===== config.mk =====
export PLATFORM = sky130hd
export DESIGN_NAME = dual_rail_add_round_key_reg
export DESIGN_NICKNAME = d
export VERILOG_FILES = /design/src/rtl/dual_rail_add_round_key_reg_pkg.sv /design/src/rtl/dual_rail_add_round_key_reg_xor2_byte.sv /design/src/rtl/dual_rail_add_round_key_reg.sv
export SDC_FILE = /design/constraint.sdc
export NUM_CORES = 1
export LEC_CHECK = 0
export CORE_AREA = 5 5 299 301
export CTS_CLUSTER_SIZE = 16
export DETAILED_ROUTE_END_ITERATION = 10
export DIE_AREA = 0 0 304 306
export GPL_ROUTABILITY_DRIVEN = 0
export SYNTH_ARGS = -nofsm -noshare
export SYNTH_HDL_FRONTEND = slang
export SYNTH_HIERARCHICAL = 1
export SYNTH_SLANG_ARGS = --single-unit

===== constraint.sdc =====
create_clock -name Clk -period 2.5 [get_ports Clk]
set_input_delay 0.5 -clock Clk [delete_from_list [all_inputs] [get_ports Clk]]
set_output_delay 0.5 -clock Clk [all_outputs]
set_load 0.05 [all_outputs]

===== src/rtl/dual_rail_add_round_key_reg_pkg.sv =====
// Shared definitions for the dual-rail AddRoundKey register stage:
// widths, FSM encoding, the spacer word and rail-encoding checks.
package dual_rail_add_round_key_reg_pkg;

    localparam int N    = 128;
    localparam int BYTE = 8;
    localparam int NR   = 14;

    localparam logic [N-1:0] SPACER = '0;

    typedef enum logic [1:0] {
        PRE     = 2'd0,
        WAIT_IN = 2'd1,
        EVAL    = 2'd2
    } fsmState_e;

    // True when every T/F pair carries exactly one active rail.
    function automatic logic isComplete(input logic [N-1:0] railT, input logic [N-1:0] railF);
        return &(railT ^ railF);
    endfunction

    // True when any T/F pair has both rails active (never a legal code).
    function automatic logic isIllegal(input logic [N-1:0] railT, input logic [N-1:0] railF);
        return |(railT & railF);
    endfunction

endpackage


===== src/rtl/dual_rail_add_round_key_reg_xor2_byte.sv =====
// Byte-wide dual-rail 2-input XOR cell. A spacer (00) on either operand
// produces a spacer on the output, so precharge propagates through.
module dr_xor2_byte
    import dual_rail_add_round_key_reg_pkg::*;
(
    input  logic [BYTE-1:0] In1_T,
    input  logic [BYTE-1:0] In1_F,
    input  logic [BYTE-1:0] In2_T,
    input  logic [BYTE-1:0] In2_F,
    output logic [BYTE-1:0] Out_T,
    output logic [BYTE-1:0] Out_F
);

    // Monotonic AND-OR form: true rail fires on differing operands,
    // false rail fires on equal operands.
    always_comb begin
        Out_T = (In1_T & In2_F) | (In1_F & In2_T);
        Out_F = (In1_T & In2_T) | (In1_F & In2_F);
    end

endmodule


===== src/rtl/dual_rail_add_round_key_reg.sv =====
// Dual-rail AddRoundKey with a precharged round-state register, a
// valid/ready output handshake, round index tracking and a sticky
// rail-fault flag.
module dual_rail_add_round_key_reg
    import dual_rail_add_round_key_reg_pkg::*;
#(
    parameter int PRECHARGE_CYCLES = 1
)
(
    input  logic         Clk,
    input  logic         Rst_n,
    input  logic         In_Valid,
    output logic         In_Ready,
    input  logic [N-1:0] State_In_T,
    input  logic [N-1:0] State_In_F,
    input  logic [N-1:0] Key_In_T,
    input  logic [N-1:0] Key_In_F,
    output logic         Out_Valid,
    input  logic         Out_Ready,
    output logic [N-1:0] State_Out_T,
    output logic [N-1:0] State_Out_F,
    output logic [3:0]   Round_Idx,
    output logic         Last_Round,
    output logic         Rail_Error
);

    localparam int CW = (PRECHARGE_CYCLES < 2) ? 1 : $clog2(PRECHARGE_CYCLES + 1);
    localparam logic [CW-1:0] PRE_LOAD = CW'(PRECHARGE_CYCLES);
    localparam logic [CW-1:0] PRE_LAST = CW'(1);
    localparam logic [3:0]    LAST_IDX = 4'(NR);

    logic [N-1:0] xorT;
    logic [N-1:0] xorF;
    logic         inComplete;
    logic         inIllegal;
    logic         outComplete;

    fsmState_e    fsmReg;
    logic [CW-1:0] spacerCntReg;

    generate
        for (genvar gi = 0; gi < N / BYTE; gi++) begin : gXorByte
            dr_xor2_byte uXor (
                .In1_T (State_In_T[gi*BYTE +: BYTE]),
                .In1_F (State_In_F[gi*BYTE +: BYTE]),
                .In2_T (Key_In_T[gi*BYTE +: BYTE]),
                .In2_F (Key_In_F[gi*BYTE +: BYTE]),
                .Out_T (xorT[gi*BYTE +: BYTE]),
                .Out_F (xorF[gi*BYTE +: BYTE])
            );
        end
    endgenerate

    // Completion and fault detection on both the incoming word and the held state.
    always_comb begin
        inComplete  = isComplete(State_In_T, State_In_F) && isComplete(Key_In_T, Key_In_F);
        inIllegal   = isIllegal(State_In_T, State_In_F) || isIllegal(Key_In_T, Key_In_F);
        outComplete = isComplete(State_Out_T, State_Out_F);
    end

    // Precharge / capture / handoff sequencing with registered outputs.
    always_ff @(posedge Clk or negedge Rst_n) begin
        if (!Rst_n) begin
            fsmReg       <= PRE;
            spacerCntReg <= PRE_LOAD;
            State_Out_T  <= SPACER;
            State_Out_F  <= SPACER;
            Out_Valid    <= 1'b0;
            In_Ready     <= 1'b0;
            Round_Idx    <= 4'd0;
            Last_Round   <= 1'b0;
            Rail_Error   <= 1'b0;
        end else begin
            case (fsmReg)
                PRE: begin
                    State_Out_T  <= SPACER;
                    State_Out_F  <= SPACER;
                    Out_Valid    <= 1'b0;
                    spacerCntReg <= spacerCntReg - 1'b1;
                    if (spacerCntReg <= PRE_LAST) begin
                        fsmReg   <= WAIT_IN;
                        In_Ready <= 1'b1;
                    end
                end
                WAIT_IN: begin
                    if (In_Valid) begin
                        if (inIllegal) begin
                            Rail_Error <= 1'b1;
                        end else if (inComplete) begin
                            State_Out_T <= xorT;
                            State_Out_F <= xorF;
                            Out_Valid   <= 1'b1;
                            In_Ready    <= 1'b0;
                            Last_Round  <= (Round_Idx == LAST_IDX);
                            fsmReg      <= EVAL;
                        end
                    end
                end
                EVAL: begin
                    // A held pair that is not one-hot can only come from a fault.
                    if (!outComplete) begin
                        Rail_Error <= 1'b1;
                    end
                    if (Out_Ready) begin
                        State_Out_T  <= SPACER;
                        State_Out_F  <= SPACER;
                        Out_Valid    <= 1'b0;
                        Last_Round   <= 1'b0;
                        Round_Idx    <= (Round_Idx == LAST_IDX) ? 4'd0 : Round_Idx + 4'd1;
                        spacerCntReg <= PRE_LOAD;
                        fsmReg       <= PRE;
                    end
                end
                default: begin
                    fsmReg <= PRE;
                end
            endcase
        end
    end

endmodule


==> impl_metrics.env <==
export IMPL_outcome="complete, but fails checks"
export IMPL_violations="setup timing"
export IMPL_cp_start_kind="input pin"
export IMPL_grt_max_degree=91
export IMPL_layout_nets=4250
export IMPL_cts_buffers_inserted=36
export IMPL_drtAntennaViolNets=0
export IMPL_cp_startpoint="Key_In_F[36]"
export IMPL_setup_viol_count_final=274
export IMPL_critPathCapture="State_Out_T[24]"
export IMPL_grt_ovfl_total=0
export IMPL_yosysSeqAreaShare=0.349
export IMPL_die_w_um=304
export IMPL_root_buffer="clkbuf_16"
export IMPL_die_area_sq_um=93000
export IMPL_syn_inst=2057
export IMPL_avgRoutedWirePerCell_um=29.4
export IMPL_viasPerCell=5.08
export IMPL_worst_slew_pin_slew_ns=0.988
export IMPL_area_growth_pct=91.4
export IMPL_drive_gt1_frac=0.324
export IMPL_grt_pass1_vias=24397
export IMPL_period_needed_ns=2.95
export IMPL_rsz0062_at_grt="true"
export IMPL_grt_usage=0.277
export IMPL_yosys_warnings=6
export IMPL_die_h_um=306
export IMPL_pre_cts_ws_ns=-2.00
export IMPL_cts_tree="built"
export IMPL_pwr_share_seq=0.332
export IMPL_fmax_mhz=339
export IMPL_p_leak_nw=17.5
export IMPL_drt_pass1_iterations=5
export IMPL_clock_sinks=266
export IMPL_arrival_ns=3.42
export IMPL_tns_ns=-97.48
export IMPL_max_vdd_ir_drop_v=0.000260
export IMPL_power_frac_comb=0.262
export IMPL_layout_common_cells="689 x buf_4, 402 x clkdlybuf4s50_1, 275 x nand2_1"
export IMPL_finalHoldViolCount=0
export IMPL_crit_path_end_kind="flip-flop"
export IMPL_regToRegSetupSlack_ns=-0.10
export IMPL_drc_errors=0
export IMPL_insertion_delay_ns=0.55
export IMPL_ys_async_sr_fraction=1.00
export IMPL_fin_worst_skew_ns=0.0185
export IMPL_hold_class="in -> reg"
export IMPL_ys_seq_elements=266
export IMPL_clock_path_buffers=3
export IMPL_timing_rr_end="Rail_Error"
export IMPL_synthDistinctLibCells=41
export IMPL_rows=108
export IMPL_worst_slack_ns=-0.448
export IMPL_start_util=0.221
export IMPL_final_cell_area_sq_um=36600
export IMPL_path_class="in -> reg"
export IMPL_finalMaxSlewViolations=0
export IMPL_synth_ff_type="dfrtp_1"
export IMPL_drt_iter0_markers=1648
export IMPL_vias=23712
export IMPL_synth_edf_count=0
export IMPL_clk_pin_slew_ns=0.06
export IMPL_ioPinCount=780
export IMPL_htreeDepth=2
export IMPL_p_sw_w=0.00367
export IMPL_timing_final_crit_share=1.18
export IMPL_final_common_cell="buf_4"
export IMPL_relSlewSlack=0.337
export IMPL_rr_startpoint="State_Out_F[105]"
export IMPL_r2r_cells=9
export IMPL_core_sq_um=86300
export IMPL_syn_area_per_cell_sq_um=9.28
export IMPL_crit_fanout=6
export IMPL_intPower_w=0.00932
export IMPL_power_density_nw_per_um2=355
export IMPL_portBuffers=779
export IMPL_syn_num_nets=2829
export IMPL_antenna_found_initial=23
export IMPL_cap_violations=0
export IMPL_wirelength_um=137000
export IMPL_placed_cell_area_sq_um=33000
export IMPL_dp_hpwl_um=116000
export IMPL_synthesis_area_sq_um=19100
export IMPL_grt_pass1_wl_um=187000
export IMPL_pwr_share_clk=0.407
export IMPL_total_power_w=0.0130
export IMPL_cp_required_ns=2.97
export IMPL_switching_share=0.282
export IMPL_final_util=0.423
==> flip-flops by register name (all words and copies together) (netlist names) <==
register / count
Round_Idx: 4
In_Ready: 1
Rail_Error: 1
State_Out_F: 128
Out_Valid: 1
State_Out_T: 128
Last_Round: 1
fsmReg: 2
==> critical path, stage by stage <==
cell	delay, ns
clkdlybuf4s50_1	0.47
ha_1	0.20
nor4_1	0.27
nand4_1	0.21
buf_4	0.21
nor4_2	0.26
buf_4	0.16
and4_4	0.25
buf_6	0.11
nand4b_4	0.18
buf_12	0.19
buf_12	0.14
buf_6	0.14
o21ai_2	0.13
==> power by group through the flow <==
| stage | clock network [W] | registers (W) | logic (W) |
|---|---|---|---|
| CTS | 0.00538 | 0.00431 | 0.00333 |
| finish | 0.00528 | 0.00431 | 0.00340 |
| floorplan | 0 | 0.00439 | 0.000755 |
| global route | 0.00555 | 0.00430 | 0.00362 |
| detailed placement | 0 | 0.00438 | 0.00319 |
| global placement | 0 | 0.00438 | 0.00317 |
==> Yosys cell counts, drive strengths merged, types with 2 or more instances <==
library cell / number / share of area
a221oi: 6 / 0.0028
nor4: 107 / 0.036
o22ai: 7 / 0.0023
a211oi: 2 / 0.00079
o2111ai: 3 / 0.0014
nand4b: 2 / 0.0025
nor3: 5 / 0.0016
nand4: 93 / 0.030
a22oi: 6 / 0.0024
xnor2: 70 / 0.032
buf: 72 / 0.034
nand3: 260 / 0.068
nand2: 277 / 0.054
inv: 2 / 0.00039
a22o: 256 / 0.12
o2bb2ai: 5 / 0.0023
a21oi: 10 / 0.0026
o221ai: 5 / 0.0023
ha: 256 / 0.17
nor2: 17 / 0.0033
o21ai: 269 / 0.071
xor2: 8 / 0.0037
nand2b: 2 / 0.00066
clkbuf: 40 / 0.0079
dfrtp: 266 / 0.35
==> worst min path at each step <==
stage,startpoint,slack [ns],cells past startpoint,to
after floorplan,Rst_n,0.20,0,In_Ready
final,State_In_F[127],0.42,4,State_Out_T[127]
after global placement,Rail_Error,0.47,1,Rail_Error
after global routing,State_In_T[79],0.42,4,State_Out_F[79]
after detailed placement,Last_Round,0.49,1,Last_Round
after CTS,State_In_F[74],0.42,5,State_Out_F[74]
==> metal layers <==
metal / global-route usage / routed length [um] / share of wire
met4: 0.0760 / 5010 / 0.036
met5: 0 / 77 / 0.00056
met2: 0.498 / 68300 / 0.50
met3: 0.0680 / 9460 / 0.069
met1: 0.332 / 54600 / 0.40
==> repair_timing <==
| item | 4_1_cts | 5_1_grt |
|---|---|---|
| setup endpoints to repair | 284 | 284 |
| hold endpoints to repair | 42 | 0 |
| cloned | 2 | 9 |
| resized for setup | 567 | 272 |
| pin swaps | 129 | 77 |
| hold buffers | 1 | 0 |
| buffers inserted | 11 | 4 |
==> per-stage QoR <==
| stage | cells | hold slack (ns) |
|---|---|---|
| final | 4667 | 0.417 |
| after global routing | 4663 | 0.422 |
| after CTS | 4644 | 0.419 |
| after detailed placement | 4572 | 0.489 |
| after global placement | 4572 | 0.470 |
| after floorplan | 2057 | 0.204 |
==> kinds of logic (layout without fill, tap and decap cells) <==
| family | count (synthesis) | count (layout) | synth area share |
|---|---|---|---|
| and+or+nand+nor | 768 | 768 | 0.199 |
| adders and majority gates | 256 | 256 | 0.168 |
| xor gates and xnor gates | 78 | 78 | 0.0358 |
| other | 0 | 11 | 0 |
| AOI/OAI and AO/OA | 575 | 575 | 0.207 |
| buffers and inverters | 114 | 1558 | 0.0418 |
| DFF | 266 | 266 | 0.349 |
==> final cells by class <==
type                    instances  area [sq um]
fillers                      8455         49800
repair buffers               1495         13700
multi-input cells            1677         13500
flip-flops and latches        266          6660
well taps                    1155          1450
clock buffers                  49          1050
clock inverters                12           133
diodes                         11          27.5
inverters                       2          7.51
Note: power is estimated with default switching activity, not from simulation.
